### src/rtl/alu_seq_pkg.sv
// Shared opcodes, FSM states and instruction field slices
// for the alu_sequencer control unit.
package alu_seq_pkg;

  localparam logic [3:0] OP_NOP  = 4'h0;
  localparam logic [3:0] OP_HALT = 4'h1;
  localparam logic [3:0] OP_ADD  = 4'h2;
  localparam logic [3:0] OP_SUB  = 4'h3;
  localparam logic [3:0] OP_SHL  = 4'h4;
  localparam logic [3:0] OP_SHR  = 4'h5;
  localparam logic [3:0] OP_AND  = 4'h6;
  localparam logic [3:0] OP_OR   = 4'h7;
  localparam logic [3:0] OP_XOR  = 4'h8;
  localparam logic [3:0] OP_EQ   = 4'h9;
  localparam logic [3:0] OP_LD   = 4'hA;
  localparam logic [3:0] OP_ST   = 4'hB;
  localparam logic [3:0] OP_JMP  = 4'hC;
  localparam logic [3:0] OP_BT   = 4'hD;

  localparam int OP_HI  = 15;
  localparam int OP_LO  = 12;
  localparam int RD_HI  = 11;
  localparam int RD_LO  = 8;
  localparam int RS1_HI = 7;
  localparam int RS1_LO = 4;
  localparam int RS2_HI = 3;
  localparam int RS2_LO = 0;

  typedef enum logic [2:0] {
    FETCH,
    DECODE,
    EXEC,
    MEM,
    HALT,
    FAULT
  } state_t;

endpackage

### src/rtl/alu_seq_decode.sv
// Opcode to instruction-class decode for alu_sequencer.
// Opcodes 0000, 1110 and 1111 fall through to no class (NOP).
module alu_seq_decode
  import alu_seq_pkg::*;
(
  input  logic [3:0] op,
  output logic       is_alu,
  output logic       is_mem,
  output logic       is_store,
  output logic       is_branch,
  output logic       is_cond,
  output logic       is_halt
);

  always_comb begin
    is_alu    = 1'b0;
    is_mem    = 1'b0;
    is_store  = 1'b0;
    is_branch = 1'b0;
    is_cond   = 1'b0;
    is_halt   = 1'b0;
    unique case (1'b1)
      (op >= OP_ADD) && (op <= OP_EQ): is_alu = 1'b1;
      (op == OP_LD): is_mem = 1'b1;
      (op == OP_ST): begin
        is_mem   = 1'b1;
        is_store = 1'b1;
      end
      (op == OP_JMP): is_branch = 1'b1;
      (op == OP_BT): begin
        is_branch = 1'b1;
        is_cond   = 1'b1;
      end
      (op == OP_HALT): is_halt = 1'b1;
      default: ;
    endcase
  end

endmodule

### src/rtl/alu_sequencer.sv
// Multi-cycle fetch/decode/execute control FSM for the 8-bit datapath.
// Define ALU_SEQ_TIMEOUT_EN to add the handshake watchdog and fault port.
module alu_sequencer
  import alu_seq_pkg::*;
#(
  parameter int              PC_W     = 8,
  parameter logic [PC_W-1:0] RESET_PC = '0
) (
  input  logic            clk,
  input  logic            rst,
  output logic            imem_req,
  output logic [PC_W-1:0] imem_addr,
  input  logic            imem_ack,
  input  logic [15:0]     imem_data,
  output logic [3:0]      rf_raddr_a,
  output logic [3:0]      rf_raddr_b,
  output logic            rf_we,
  output logic [3:0]      rf_waddr,
  output logic            rf_wsel,
  output logic [3:0]      alu_op,
  input  logic [7:0]      alu_out,
  output logic            dmem_req,
  output logic            dmem_we,
  input  logic            dmem_ack,
`ifdef ALU_SEQ_TIMEOUT_EN
  output logic            fault,
`endif
  output logic            halted,
  output logic [PC_W-1:0] pc
);

  state_t          state;
  logic [15:0]     ir;
  logic            eq_flag;
  logic            rf_we_q;
  logic            ld_done;
  logic [3:0]      op;
  logic [PC_W-1:0] pc_inc;
  logic [PC_W-1:0] target;
  logic            is_alu;
  logic            is_mem;
  logic            is_store;
  logic            is_branch;
  logic            is_cond;
  logic            is_halt;
  logic            unused_alu_bits;

  assign op         = ir[OP_HI:OP_LO];
  assign rf_raddr_a = ir[RS1_HI:RS1_LO];
  assign rf_raddr_b = ir[RS2_HI:RS2_LO];
  assign rf_waddr   = ir[RD_HI:RD_LO];
  assign imem_addr  = pc;
  assign pc_inc     = pc + PC_W'(1);
  assign target     = PC_W'({ir[RS1_HI:RS1_LO],
                             ir[RS2_HI:RS2_LO]});

  // Load write-back must land in the ack cycle, so it bypasses the register.
  assign ld_done = (state == MEM) && dmem_req
                 && dmem_ack && !dmem_we;
  assign rf_we   = rf_we_q | ld_done;

  assign unused_alu_bits = ^alu_out[7:1];

  alu_seq_decode u_decode (
    .op        (op),
    .is_alu    (is_alu),
    .is_mem    (is_mem),
    .is_store  (is_store),
    .is_branch (is_branch),
    .is_cond   (is_cond),
    .is_halt   (is_halt)
  );

`ifdef ALU_SEQ_TIMEOUT_EN
  logic [7:0] wait_cnt;
  logic       hs_wait;

  assign hs_wait =
    ((state == FETCH) && !(imem_req && imem_ack)) ||
    ((state == MEM) && !(dmem_req && dmem_ack));
`endif

  always_ff @(posedge clk) begin
    if (rst) begin
      state    <= FETCH;
      pc       <= RESET_PC;
      eq_flag  <= 1'b0;
      ir       <= '0;
      imem_req <= 1'b0;
      dmem_req <= 1'b0;
      dmem_we  <= 1'b0;
      rf_we_q  <= 1'b0;
      rf_wsel  <= 1'b0;
      alu_op   <= OP_NOP;
      halted   <= 1'b0;
`ifdef ALU_SEQ_TIMEOUT_EN
      wait_cnt <= '0;
      fault    <= 1'b0;
`endif
    end else begin
      rf_we_q <= 1'b0;
      alu_op  <= OP_NOP;
      unique case (state)
        FETCH: begin
          if (!imem_req) begin
            imem_req <= 1'b1;
          end else if (imem_ack) begin
            ir       <= imem_data;
            imem_req <= 1'b0;
            state    <= DECODE;
          end
        end
        DECODE: begin
          unique case (1'b1)
            is_alu: begin
              alu_op  <= op;
              rf_we_q <= 1'b1;
              rf_wsel <= 1'b0;
              state   <= EXEC;
            end
            is_mem: begin
              dmem_req <= 1'b1;
              dmem_we  <= is_store;
              rf_wsel  <= !is_store;
              state    <= MEM;
            end
            is_halt: begin
              halted <= 1'b1;
              state  <= HALT;
            end
            is_branch: begin
              pc <= (!is_cond || eq_flag) ? target : pc_inc;
              imem_req <= 1'b1;
              state    <= FETCH;
            end
            default: begin
              pc       <= pc_inc;
              imem_req <= 1'b1;
              state    <= FETCH;
            end
          endcase
        end
        EXEC: begin
          if (op == OP_EQ) eq_flag <= alu_out[0];
          pc       <= pc_inc;
          imem_req <= 1'b1;
          state    <= FETCH;
        end
        MEM: begin
          if (dmem_ack) begin
            dmem_req <= 1'b0;
            dmem_we  <= 1'b0;
            pc       <= pc_inc;
            imem_req <= 1'b1;
            state    <= FETCH;
          end
        end
        HALT: ;
        FAULT: ;
        default: state <= FETCH;
      endcase
`ifdef ALU_SEQ_TIMEOUT_EN
      // The 255th consecutive unacknowledged cycle trips the watchdog.
      if (hs_wait) begin
        if (wait_cnt == 8'd254) begin
          state    <= FAULT;
          fault    <= 1'b1;
          halted   <= 1'b1;
          imem_req <= 1'b0;
          dmem_req <= 1'b0;
          dmem_we  <= 1'b0;
        end else begin
          wait_cnt <= wait_cnt + 8'd1;
        end
      end else begin
        wait_cnt <= '0;
      end
`endif
    end
  end

endmodule
### config.mk
export PLATFORM = sky130hd
export DESIGN_NAME = alu_sequencer
export DESIGN_NICKNAME = d
export VERILOG_FILES = /design/src/rtl/alu_seq_pkg.sv /design/src/rtl/alu_seq_decode.sv /design/src/rtl/alu_sequencer.sv
export SDC_FILE = /design/constraint.sdc
export NUM_CORES = 1
export LEC_CHECK = 0
export BUFFER_PORTS_ARGS = -buffer_cell sky130_fd_sc_hd__buf_2
export CORE_MARGIN = 10
export CORE_UTILIZATION = 40
export DETAILED_ROUTE_END_ITERATION = 10
export PLACE_DENSITY = 0.74
export RECOVER_POWER = 100
export SYNTH_ARGS = -nofsm -noshare
export SYNTH_HDL_FRONTEND = slang
export SYNTH_SLANG_ARGS = --single-unit
### constraint.sdc
create_clock -name clk -period 2.7 [get_ports clk]
set_clock_uncertainty 0.2 [all_clocks]
set_input_delay 0.27 -clock clk [delete_from_list [all_inputs] [get_ports clk]]
set_output_delay 0.27 -clock clk [all_outputs]
set_load 0.01 [all_outputs]
==> impl_metrics.ini, run 1 <==
[placed_design]
gp_congestion = 0.8388
dpl.cell_count = 284
dpl.hpwl_um = 3215
pre_cts_ws_ns = 0.5237
portBuffers = 58

[synthesis]
synth_cell_type_count = 36
syn_area_per_cell_um2 = 8.987
async_flop_share_pct = 0
ys_warn_count = 0
synthesis.nets = 237
synth-seq-cells = 38
synth-edff-count = 0
synthCells = 208
ys.flop_type = dfxtp_1
synth_seq_area_share_pct = 40.70
syn_area_um2 = 1869

[global_route]
grt-ovfl-total = 0
antenna_found_initial = 0
grt_start_max_net_pins = 36
track_usage_pct = 10.84
grt_pass1_vias = 1440
grt_pass1_wl_um = 6727

[detailed_routing]
first_pass_iters = 6
dr_total_vias = 1521
highest_layer = met4
wl_per_cell_um = 14.64
routedLengthMet1_um = 1916
drcViolationCount = 0
viasPerCell = 5.209
route.met3.wl_um = 326
postRouteAntennaNets = 0
first_iter_violations = 87
wl_met2_um = 1939
wl_um = 4274

[sta]
tightestPinTransition_ns = 0.6122
fin_tns_setup_ns = 0
min_period_over_period_pct = 81.70
hold_viol = 0
relSlewSlack_pct = 59.19
worst_slack_ns = 0.4942
finalSetupViolCount = 0
rsz0062_at_grt = false
slew_viol_final = 0
fin_crit_ns = 2.206
clock.fmax_mhz = 453.3

[floorplanning]
start_util_pct = 42.06
dieArea_um2 = 7807
die_y_um = 88.36
core-area_um2 = 4444
num_rows = 24
io_pins = 66
chipWidth_um = 88.36

[clock_tree]
cts_resized = 0
cts_tree = built
insertion_delay_ns = 0.28
htreeDepth = 2
ctsHoldBuffers = 0
numCtsBuffers = 5
clkTransAtPathRegs_ns = 0.07
clockBufferDepth = 2
cts_setup_buffers = 0
cts_sinks = 38
root_buffer = clkbuf_8

[cells_and_area]
fillers = 445
final_nets = 268
area_growth_pct = 12.32
n_antenna_cell = 0
multiInputGateArea_um2 = 843.3
seqCellArea_um2 = 760.7
drive_gt1_share_pct = 12.92
fin_cells = 292
layout_common_cells = dfxtp_1 (38), clkbuf_1 (38), nor2_1 (26), mux2i_1 (25), buf_2 (20)

[worst_setup_path]
slowest_stage = or4_1
critical_path_class = reg -> reg
cp_top_family = simple AND/OR/NAND/NOR gates
cp_data_arrival_time_ns = 2.19
crit_buf_inv = 0
start_kind = flop
critPathRequiredTime_ns = 2.69
slowest_delay_ns = 0.57
path_cells = or4_1, a21o_1, or3_1, o32ai_1
cp_max_fo = 10
end_kind = flop

[pwr]
fin_total_pwr_mw = 1.341
p_leak_nw = 0.8197
max-vdd-ir-drop_mv = 0.4194
powerDensity_nw_per_um2 = 638.9

[outcome]
outcome = finished, final reports clean

[job]
cap_violations = 0

[hold_path]
holdCritPathClass = in -> reg
stage by stage:
step           hold WS [ns]  utilization (%)  cell area, um^2
3_3_place_gp         0.2483            45.30             2013
4_1_cts            0.009471            48.51             2156
2_1_floorplan        0.2139                -             1869
3_5_place_dp         0.2662            45.30             2013
5_1_grt            0.004044            47.24             2100
6_report            0.02126            47.24             2100
power by group:
group / switching [mW] / total (mW) / internal (mW)
logic: 0.0839 / 0.145 / 0.0609
registers: 0.0290 / 0.611 / 0.582
clock network: 0.192 / 0.586 / 0.394
total: 0.305 / 1.34 / 1.04
logic make-up after synthesis:
group / count (synthesis) / share of synthesized area (%)
AND/OR/NAND/NOR: 69 / 19.48
buffers and inverters: 44 / 13.99
flip-flops: 38 / 40.70
AO/OA/AOI/OAI: 31 / 11.78
multiplexers: 25 / 13.39
adder cells (fa/ha/maj): 1 / 0.6692
worst reg2reg max path, stage by stage (launching register included):
cell     delay (ns)
dfxtp_1        0.39
or4_1          0.57
a21o_1         0.29
or3_1          0.51
o32ai_1        0.16
path summary, 6_finish.rpt:
path | from | cells past startpoint | to | slack (ns)
setup / recovery | ir[12] | 4 | imem_addr[3] | 0.49
hold reg to reg | dmem_req | 2 | dmem_req | 0.28
setup reg to reg | ir[12] | 4 | imem_addr[3] | 0.49
hold / removal | imem_data[3] | 3 | ir[3] | 0.02
registers in the layout, summed over array words and instances, names as in the netlist:
signal	count
eq_flag	1
imem_req	1
dmem_we	1
alu_op	4
rf_we_q	1
rf_wsel	1
state	3
halted	1
ir	16
imem_addr	8
dmem_req	1
per-layer routing:
metal  vias up  track usage, %
li1        774               -
met1       691           12.73
met2        48           16.95
met3         8           4.136
met4         0           5.433
met5         -               0
Yosys cell counts, types with 3 or more instances:
cell      number  share of area, %
clkbuf_1       9               1.8
buf_4         20               8.0
nor3b_1        3               1.2
nand3_1        6               1.6
nand2_1        4              0.80
mux2i_1       25                13
and2_1         4               1.3
buf_2          5               1.3
nand4b_1       3               1.4
inv_1          8               1.6
a211oi_1       6               2.4
o32ai_1        6               2.8
a31oi_1        3               1.0
nor2_1        26               5.2
dfxtp_1       38                41
nor3_1         5               1.3
or3_1          3               1.0
a21oi_1        6               1.6
nor2b_1        4               1.3
final cells by class:
type	instances	area share, %
multi-input cells	126	40.17
flip-flops and latches	38	36.23
repair buffers	60	12.28
clock buffers	6	3.933
well taps	52	3.099
clock inverters	2	2.861
inverters	8	1.430
Power figures use the tool's default switching activity.
==> run 2: changes to the inputs <==
ABC_AREA = 1   (was not set)
clock period = 2.06 ns   (was 2.7 ns; I/O delays follow)
==> impl_metrics.ini, run 2 <==
[cells_and_area]
finalInstanceArea_um2 = 2315
drive_gt1_share_pct = 13.17
top_register = ir
layout_common_cells = nand2_1 (56), clkbuf_1 (40), dfxtp_1 (38), inv_1 (36), nor2_1 (29)
fin_cells = 388
largest_reg_flops = 16
area_growth_pct = 20.44
final_nets = 362
n_antenna_cell = 0
layout_commonest_cell = nand2_1
final_util_pct = 49.33

[placed_design]
dpl.hpwl_um = 3352
dpl.cell_count = 364
place_area_um2 = 2125
gp_congestion = 0.8485
portBuffers = 58

[synthesis]
netlist_top_cells_count = nand2_1 (55), dfxtp_1 (38), inv_1 (34), nor2_1 (28), a21oi_1 (23)
synth_cell_type_count = 28
syn_area_um2 = 1922
synth_seq_area_share_pct = 39.58
yosysMostFrequentCell = nand2_1
synth-edff-count = 0
synth_top_cell_by_area = dfxtp_1
synthCells = 275
synthTopCellsByArea = dfxtp_1 (40%), nand2_1 (11%), buf_4 (7.8%)
async_flop_share_pct = 0
synthesis.nets = 304
ys.flop_type = dfxtp_1
syn_area_per_cell_um2 = 6.989
ys_warn_count = 0
synth-seq-cells = 38
synth_top_area_share_pct = 39.58

[sta]
fin_tns_setup_ns = 0
rsz0062_at_grt = false
fin_crit_ns = 1.776
clock.fmax_mhz = 563.1
finalSetupViolCount = 0
hold_viol = 0
relSlewSlack_pct = 62.46
min_period_over_period_pct = 86.21
slew_viol_final = 0
tightestPinTransition_ns = 0.5625

[worst_setup_path]
cp_max_fo = 20
cp_data_arrival_time_ns = 1.81
slowest_delay_ns = 0.53
slowest_stage = dlygate4sd3_1
end_kind = flop
critical_path_class = in -> reg
crit_buf_inv = 4
cp_top_family = buffers and inverters
r2r_slack_ns = 0.42
critPathRequiredTime_ns = 2.09
path_cells = dlygate4sd3_1, clkbuf_1, inv_1, clkbuf_2, nand2_1, nor2_1
start_kind = input pin

[floorplanning]
chipWidth_um = 89.32
core-area_um2 = 4692
num_rows = 25
start_util_pct = 40.96
die_y_um = 89.32
io_pins = 66
dieArea_um2 = 7977

[global_route]
grt_pass1_wl_um = 7859
grt_start_max_net_pins = 33
grt-ovfl-total = 0
track_usage_pct = 12.30
antenna_found_initial = 0
grt_pass1_vias = 1776

[clock_tree]
clockBufferDepth = 2
clkTransAtPathRegs_ns = 0.08
cts_sinks = 38
numCtsBuffers = 5
htreeDepth = 2
cts_tree = built
root_buffer = clkbuf_8
cts_setup_buffers = 0
insertion_delay_ns = 0.28

[pwr]
powerDensity_nw_per_um2 = 1206
p_leak_nw = 1.020
max-vdd-ir-drop_mv = 0.5720
fin_total_pwr_mw = 2.791

[detailed_routing]
postRouteAntennaNets = 0
dr_total_vias = 1796
first_iter_violations = 129
first_pass_iters = 4
drcViolationCount = 0
wl_um = 4661
wl_per_cell_um = 12.01
viasPerCell = 4.629

[job]
cap_violations = 0

[hold_path]
holdCritPathClass = in -> reg

[outcome]
outcome = finished, final reports clean
[run 2: through the flow]
step / hold slack [ns] / worst slack [ns]
floorplan: 0.07507 / 0.5705
global placement: 0.2308 / 0.5197
detailed placement: 0.2349 / 0.4989
CTS: 0.0001695 / 0.3565
global route: 0.03989 / 0.1259
finish: 0.003709 / 0.2841
[run 2: metal layers]
| metal | vias up | global-route usage, % | wire, um |
|---|---|---|---|
| met2 | 45 | 20.86 | 2160 |
| met3 | 4 | 4.467 | 373 |
| met1 | 787 | 13.85 | 2065 |
| met5 | - | 0 | 0 |
| li1 | 960 | - | - |
| met4 | 0 | 4.335 | 61 |
[run 2: final timing paths]
path | from | endpoint | cells past startpoint
max reg2reg | state[2] | imem_addr[0] | 9
min reg2reg | ir[8] | ir[8] | 2
min | imem_data[7] | ir[7] | 3
max | rst | imem_addr[3] | 6
[run 2: what timing repair did]
item	in CTS	in global routing
hold buffers	16	0
endpoints found under the setup margin	0	0
hold endpoints to repair	20	0
gates resized for setup	0	0
[run 2: cell type report]
type	count	area, um^2
well taps	54	67.56
fillers	501	2377
repair buffers	77	417.9
flip-flops and latches	38	760.7
clock buffers	6	82.58
multi-input cells	170	819.5
clock inverters	2	12.51
inverters	41	153.9
[run 2: power by group]
part           internal [mW]  switching [mW]
clock network          0.269           0.265
registers              0.909           0.189
logic                  0.422           0.737
total                   1.60            1.19
[run 2: worst reg2reg max path: stages, from the launching register on]
cell	delay, ns
dfxtp_1	0.42
inv_2	0.09
nand2_2	0.11
nand2_2	0.07
nor2_1	0.29
nand2_1	0.11
nand2_1	0.08
nand3_1	0.07
nand2_1	0.06
nor2_1	0.05
[run 2: cells by family (layout without fill, tap and decap cells)]
family                   after synthesis  after routing  share of synthesized area (%)
AO/OA/AOI/OAI                         55             55                          15.69
XOR/XNOR                               2              2                         0.9116
adder cells (fa/ha/maj)                1              1                         0.6509
buffers and inverters                 67            126                          17.25
flip-flops                            38             38                          39.58
AND/OR/NAND/NOR                      112            112                          25.91
